$ cat src/rtl/rat_reduce.sv
// Reduces an unsigned fraction num/den to lowest terms: strip common factors of two,
// binary GCD, then two parallel restoring dividers, and a valid/ready output stage.
module rat_reduce #(
  parameter int WIDTH = 32
) (
  input  logic             clk,
  input  logic             rst,
  input  logic [WIDTH-1:0] in_num,
  input  logic [WIDTH-1:0] in_den,
  input  logic             in_vld,
  output logic             in_rdy,
  output logic [WIDTH-1:0] out_num,
  output logic [WIDTH-1:0] out_den,
  output logic             out_err,
  output logic             out_vld,
  input  logic             out_rdy,
  output logic [2:0]       fsm_state
);

  localparam int KW = $clog2(WIDTH) + 1;
  localparam int CW = $clog2(WIDTH);

  localparam logic [2:0] S_IDLE  = 3'd0;
  localparam logic [2:0] S_STRIP = 3'd1;
  localparam logic [2:0] S_GCD   = 3'd2;
  localparam logic [2:0] S_DIV   = 3'd3;
  localparam logic [2:0] S_DONE  = 3'd4;

  logic [2:0]       state;
  logic [WIDTH-1:0] num_r;
  logic [WIDTH-1:0] den_r;
  logic [WIDTH-1:0] a;
  logic [WIDTH-1:0] b;
  logic [KW-1:0]    k;
  logic [WIDTH-1:0] g;
  logic [WIDTH-1:0] g_next;
  logic             gcd_done;
  logic [WIDTH-1:0] qn;
  logic [WIDTH-1:0] qd;
  logic [WIDTH-1:0] rn;
  logic [WIDTH-1:0] rd;
  logic [CW-1:0]    cnt;
  logic [2*WIDTH-1:0] step_n;
  logic [2*WIDTH-1:0] step_d;

  // Handshakes: a transfer happens on a rising edge where valid && ready are both
  // high; in_rdy is high only in IDLE, out_vld only in DONE, and out_* stay stable
  // from out_vld rise until the out_vld && out_rdy edge.
  assign in_rdy    = (state == S_IDLE) && rst;
  assign out_vld   = (state == S_DONE);
  assign fsm_state = state;

  assign gcd_done = (a == '0) || (b == '0);
  assign g_next   = (a | b) << k;

  // One restoring-division step; returns {remainder, quotient/dividend shift reg}.
  // Remainder stays below the divisor, so bit WIDTH of the trial difference is the borrow.
  function automatic logic [2*WIDTH-1:0] div_step(input logic [WIDTH-1:0] r,
                                                  input logic [WIDTH-1:0] q,
                                                  input logic [WIDTH-1:0] d);
    logic [WIDTH:0] t;
    logic [WIDTH:0] s;
    t = {r, q[WIDTH-1]};
    s = t - {1'b0, d};
    if (!s[WIDTH]) begin
      div_step = {s[WIDTH-1:0], q[WIDTH-2:0], 1'b1};
    end else begin
      div_step = {t[WIDTH-1:0], q[WIDTH-2:0], 1'b0};
    end
  endfunction

  assign step_n = div_step(rn, qn, g);
  assign step_d = div_step(rd, qd, g);

  always_ff @(posedge clk or negedge rst) begin
    if (!rst) begin
      state   <= S_IDLE;
      num_r   <= '0;
      den_r   <= '0;
      a       <= '0;
      b       <= '0;
      k       <= '0;
      g       <= '0;
      qn      <= '0;
      qd      <= '0;
      rn      <= '0;
      rd      <= '0;
      cnt     <= '0;
      out_num <= '0;
      out_den <= '0;
      out_err <= 1'b0;
    end else begin
      case (state)
        S_IDLE: begin
          if (in_vld) begin
            num_r <= in_num;
            den_r <= in_den;
            if (in_den == '0) begin
              out_num <= in_num;
              out_den <= '0;
              out_err <= 1'b1;
              state   <= S_DONE;
            end else if (in_num == '0) begin
              out_num <= '0;
              out_den <= WIDTH'(1);
              out_err <= 1'b0;
              state   <= S_DONE;
            end else begin
              a     <= in_num;
              b     <= in_den;
              k     <= '0;
              state <= S_STRIP;
            end
          end
        end

        S_STRIP: begin
          if (a[0] || b[0]) begin
            state <= S_GCD;
          end else begin
            a <= a >> 1;
            b <= b >> 1;
            k <= k + 1'b1;
          end
        end

        S_GCD: begin
          if (gcd_done) begin
            g <= g_next;
            // A gcd of one means the fraction is already reduced.
            if (g_next == WIDTH'(1)) begin
              out_num <= num_r;
              out_den <= den_r;
              out_err <= 1'b0;
              state   <= S_DONE;
            end else begin
              qn    <= num_r;
              qd    <= den_r;
              rn    <= '0;
              rd    <= '0;
              cnt   <= '0;
              state <= S_DIV;
            end
          end else if (!a[0]) begin
            a <= a >> 1;
          end else if (!b[0]) begin
            b <= b >> 1;
          end else if (a >= b) begin
            a <= (a - b) >> 1;
          end else begin
            b <= (b - a) >> 1;
          end
        end

        S_DIV: begin
          {rn, qn} <= step_n;
          {rd, qd} <= step_d;
          cnt      <= cnt + 1'b1;
          if (cnt == CW'(WIDTH - 1)) begin
            out_num <= step_n[WIDTH-1:0];
            out_den <= step_d[WIDTH-1:0];
            out_err <= 1'b0;
            state   <= S_DONE;
          end
        end

        S_DONE: begin
          if (out_rdy) begin
            state <= S_IDLE;
          end
        end

        default: state <= S_IDLE;
      endcase
    end
  end

  a_rdy_vld_excl: assert property (@(posedge clk) disable iff (!rst) !(in_rdy && out_vld));
  a_err_den_zero: assert property (@(posedge clk) disable iff (!rst) (out_vld && out_err) |-> (out_den == '0));

endmodule

$ cat config.mk
export PLATFORM = sky130hd
export DESIGN_NAME = rat_reduce
export DESIGN_NICKNAME = d
export VERILOG_FILES = /design/src/rtl/rat_reduce.sv
export SDC_FILE = /design/constraint.sdc
export NUM_CORES = 1
export LEC_CHECK = 0
export CAP_MARGIN = 20
export CORE_ASPECT_RATIO = 1.4
export CORE_UTILIZATION = 59
export DETAILED_ROUTE_END_ITERATION = 8
export GPL_TIMING_DRIVEN = 0
export PLACE_DENSITY = 0.79
export SLEW_MARGIN = 20
export SYNTH_ARGS = -nofsm -noshare
export SYNTH_HDL_FRONTEND = slang
export SYNTH_SLANG_ARGS = --single-unit
$ cat constraint.sdc
create_clock -name clk -period 7 [get_ports clk]
set_clock_uncertainty 0.1 [all_clocks]
set_input_delay 1.4 -clock clk [delete_from_list [all_inputs] [get_ports clk]]
set_output_delay 1.4 -clock clk [all_outputs]
set_load 0.01 [all_outputs]
# Word-level counts from Yosys, hierarchy flattened
# Cells that the tools add are included.
[word_totals]
register_bits = 367
inputBits = 68
output_inout_bits = 70
wordCells = 138
[classes]
n_addsub = 6
n_lt_le_gt_ge = 1
n_eq_ne = 22
shifts = 1
mux = 68
bitwise = 1
n_reduce_logical = 22
[ops]
columns = ["cell", "count"]
rows = [
  ["$mux W32", 34],
  ["$pmux W32 S3", 4],
  ["$pmux W32 S2", 4],
  ["$logic_not A32 Y1", 4],
  ["$mux W64", 2],
  ["$sub A33 B32 Y33", 2],
  ["$sub A32 B32 Y32", 2],
  ["$eq A32 B1 Y1 const B", 1],
  ["$ge A32 B32 Y1", 1],
  ["$or A32 B32 Y32", 1],
  ["$shl A32 B6 Y32", 1],
  ["$mux W3", 8],
  ["$mux W6", 4],
  ["$ne A2 B2 Y1 const B", 11],
  ["$reduce_and A8 Y1", 2],
  ["$pmux W3 S5", 1],
  ["$pmux W6 S2", 1],
  ["$reduce_and A6 Y1", 2],
  ["$mux W5", 2],
  ["$pmux W5 S2", 1],
  ["$reduce_and A5 Y1", 2],
  ["$ne A3 B3 Y1 const B", 3],
  ["$reduce_and A7 Y1", 1],
  ["$add A6 B1 Y6 const B", 1],
  ["16 further kinds", 26],
]

# Depth between registers and ports, before layout
[logic_depth]
word_depth = 6
ltp_mapped = 17
mapped_depth_nobuf = 13

# Worst setup path before layout
# Ideal clock, no wire load.
[synth_path]
kind = "input port to flip-flop"
start = "input in_den[24]"
end = "register a[30]"
setup_time_ps = 124
arrival_ps = 3348
path_slack_ps = 3428
cell_stages = 9
path_buffers = 1
cell_sequence = "nor4_1 > nand4_1 > o22ai_1 > nor3_1 > o31ai_1 > a21o_1 > a31oi_4 > buf_2 > a211o_1"
[synth_between]
elab_chain_len = 3
[synth_rtl]
columns = ["item", "line", "text"]
rows = [
  ["start, declared", "9", "input logic [WIDTH-1:0] in_den,"],
  ["$logic_not A32 Y1", "98", "if (in_den == '0) begin"],
  ["$ne A2 B2 Y1 (no line)", "-", ""],
  ["$reduce_and A8 Y1 (no line)", "-", ""],
  ["end signal, assigned", "109", "a <= in_num;"],
  ["end signal, assigned", "121", "a <= a >> 1;"],
  ["end signal, assigned", "145", "a <= a >> 1;"],
  ["end, declared", "32", "logic [WIDTH-1:0] a;"],
]
# No other way between the ends.
# A chain may end at the register's enable or synchronous reset.

# Worst setup path in the final report
[layout_path]
start = "register b[0]"
end = "register out_den[24]"
[layout_between]
elab_chain_len = 5
elab_cells_between_ends = 8
[layout_rtl]
columns = ["item", "line", "text"]
rows = [
  ["start, declared", "33", "logic [WIDTH-1:0] b;"],
  ["start signal, assigned", "110", "b <= in_den;"],
  ["start signal, assigned", "122", "b <= b >> 1;"],
  ["start signal, assigned", "147", "b <= b >> 1;"],
  ["$or A32 B32 Y32", "54", "assign g_next = (a | b) << k;"],
  ["$shl A32 B6 Y32", "54", ""],
  ["$eq A32 B1 Y1", "131", "if (g_next == WIDTH'(1)) begin"],
  ["$ne A2 B2 Y1 (no line)", "-", ""],
  ["$reduce_and A6 Y1 (no line) *", "-", ""],
  ["end signal, assigned", "133", "out_den <= den_r;"],
  ["end signal, assigned", "161", "out_den <= step_d[WIDTH-1:0];"],
  ["end, declared", "13", "output logic [WIDTH-1:0] out_den,"],
]
# Every way passes the cells marked *; elsewhere a longest branch is shown, timed or not.

==> metrics.md <==
| Metric | Value |
|---|---|
| Status | finished clean |
| CTS tree | done |
| Rel. slew slack | 0.2197 |
| Final setup vio count | 0 |
| DR vias | 25,393 |
| Cell count after synthesis | 2,947 |
| Register Area | 9184 sq um |
| Via density | 6.830 |
| CTS hold repair buffers | 0 |
| DRT Wirelength | 100.5 mm |
| Post-synthesis register bit count | 367 |
| Tot GR Track Use | 0.4337 |
| Least-Margin Pin Slew | 1158 ps |
| Fin. max-slew vios | 0 |
| Area Overhead vs Synth | 13.53% |
| Vias in the first global route | 25,526 |
| DRT iter0 DRCs | 2,656 |
| RSZ-0062 raised after global routing | false |
| Critical Path Slowest Stage Cell | o21ai_1 |
| Setup WS pre-CTS | 1079 ps |
| Port bufs | 137 |
| Final #Nets | 3,365 |
| Final hold vios | 0 |
| EDFF count, synth | 0 |
| Post-synthesis area per instance | 9.017 sq um |
| Number of buffers created by CTS | 40 |
| Crit Path Max Fanout | 10 |
| Setup Crit Path Kind | flop to flop |
| Largest net degree at the start of global routing | 109 |
| Syn Std Cell Area | 26,570 sq um |
| Grt ovf | 0 |
| Post-CTS setup buffer count | 0 |
| Die height | 253.1 microns |
| DIE WIDTH | 181.4 microns |
| Ys async rst share | 1.000 |
| CTS max path bufs | 3 |
| Dpl hpwl | 76.68 mm |
| Drt drc | 0 |
| Initial cell density of the core | 0.6000 |
| Clk root buf | clkbuf_16 |
| CP max stage delay | 680 ps |
| Synth Flop Type | dfrtp_1 |
| Wirelength per Cell | 27.03 microns |
| PnR worst setup slack | 1181 ps |
| First-pass GRT wire length | 150.0 mm |
| Reg clk slew, reported paths | 70 ps |
| Multi-input combinational cell area | 15,920 sq um |
| Total negative slack | 0 ps |
| CP cell instances | clkbuf_1 > inv_1 > ha_1 > clkbuf_1 > mux2_2 > o22ai_1 > o21ai_1 > nand3_1 > nor3_1 > nand3_1 > nor4_2 > o21ai_2 > buf_2 > buf_2 > nand2_1 > o31ai_1 |
| Maximum clock frequency | 0.1719 GHz |
| DRT Pass-1 Iters | 8 |
| Share of layout cells above drive strength 1 | 0.09402 |
| Crit start category | flop |
| Clk Latency, worst-skew pair | 580 ps |
| Antenna violations before repair | 1 |
| Fillers | 3,480 |
| Yosys cell types | 83 |
| CP arrival | 6150 ps |
| Min cycle time layout | 5819 ps |
| Routability cong. | 1.036 |
| Post-Syn Nets | 3,182 |
| Worst endpoint required time | 7330 ps |
| Finished Core Util | 0.6811 |
| # IOs | 138 |
| Hold/Removal Path Class | flop to flop |
| CP Capture Type | flop |
| Num rows | 91 |
| CTS H-tree lvls | 2 |
| Register-to-register setup slack | 1180 ps |
| Period utilisation layout | 0.8313 |
| Core area | 44,290 sq um |
| Max capacitance violation total | 0 |
| Final ANT Viol Nets | 0 |
| Register area share after synthesis | 0.3456 |
| Clock Sinks | 367 |
| Post-CTS sizing | 0 |
| Warnings, synthesis | 0 |
| DIE AREA | 45,910 sq um |
flip-flops by register name, summed over array words and instances (netlist names):
name	cells
out_err	1
b	32
qd	32
den_r	32
out_den	32
rd	32
qn	32
a	32
k	6
g	32
num_r	32
out_num	32
cnt	5
rn	32
fsm_state	3
critical path: cells and delay by family, from the launching register on:
kind | cells | cell delay [ps]
compound gates | 4 | 1240
fa+ha+maj | 1 | 290
buf+inv | 5 | 1680
flops | 1 | 400
mux | 1 | 250
simple gates | 5 | 1690
cells by family after synthesis:
logic type      share of synthesized area
compound gates                     0.2142
simple gates                       0.1350
flops                              0.3456
buf+inv                           0.05560
mux                                0.1362
fa+ha+maj                         0.07976
xor+xnor                          0.03362
metrics by stage:
step	hold slack, ps	cells	cell area [sq um]
global placement	363.7	3642	28640
floorplan	348.2	2947	26570
finish	383.7	3718	30170
detailed placement	369.2	3646	28760
CTS	382.5	3717	30160
global route	406.7	3718	30170
layout by cell type (no fill, tap or decap), drive strengths merged, types with 53 or more instances in the layout:
| cell type | netlist | layout |
|---|---|---|
| inv | 148 | 151 |
| a21oi | 210 | 210 |
| clkbuf | 126 | 183 |
| clkdlybuf4s50 | 0 | 136 |
| a222oi | 53 | 53 |
| xnor2 | 75 | 75 |
| buf | 58 | 62 |
| o31ai | 69 | 69 |
| dfrtp | 367 | 367 |
| ha | 163 | 163 |
| o21ai | 260 | 260 |
| nor4 | 53 | 53 |
| nor2 | 243 | 243 |
| mux2 | 86 | 86 |
| nand2 | 303 | 303 |
| mux2i | 195 | 195 |
layer usage:
metal,share of wire,global-route usage
met5,0,0
met4,0.11,0.4179
met3,0.073,0.08011
met2,0.48,0.7305
met1,0.33,0.4547
Yosys cell counts (7+ instances only):
master     number  area share
a2111oi_0      10      0.0033
a211oi_1       10      0.0028
a21o_1         36       0.010
a21oi_1       210       0.040
a221oi_1        8      0.0026
a222oi_1       53       0.020
a22o_1         16      0.0053
a22oi_1        13      0.0037
a31oi_1        47       0.011
and2_1         15      0.0035
and3_1         10      0.0024
buf_2          25      0.0047
buf_4          10      0.0028
buf_6          16      0.0068
clkbuf_1      121       0.017
dfrtp_1       367        0.35
ha_1          163       0.077
inv_1         148       0.021
mux2_2         86       0.036
mux2i_1       195       0.073
mux4_2         31       0.026
nand2_1       303       0.043
nand2b_1       22      0.0052
nand3_1        38      0.0072
nand4_1        21      0.0049
nor2_1        242       0.034
nor2b_1        25      0.0059
nor3_1         29      0.0055
nor4_1         51       0.012
o211ai_1       13      0.0037
o21a_1         11      0.0031
o21ai_0       221       0.042
o21ai_1        38      0.0072
o21bai_1       27      0.0076
o22ai_1        15      0.0035
o31ai_1        48       0.014
o31ai_2        21      0.0099
or2_2           9      0.0021
or3_1          11      0.0026
or4_1           7      0.0020
xnor2_1        75       0.025
xor2_1         27      0.0089
path summary, 6_finish.rpt:
path | cells after the start | start | end
setup / recovery | 16 | b[0] | out_den[24]
min in group asynchronous | 1 | rst | rd[20]
hold / removal | 2 | out_num[9] | out_num[9]
max in group asynchronous | 3 | rst | out_den[11]
hold reg to reg | 2 | out_num[9] | out_num[9]
setup reg to reg | 16 | b[0] | out_den[24]
final cells by class:
cell class,count,area share
repair buffers,141,0.04927
well taps,558,0.02314
clock inverters,15,0.006387
multi-input cells,2247,0.5278
flip-flops and latches,367,0.3044
plain buffers,184,0.03048
inverters,149,0.01854
clock buffers,56,0.03990
diodes,1,0.00008295
Power is not shown: default switching activity piles up to over one toggle a cycle in this logic, so the estimate is an artifact.
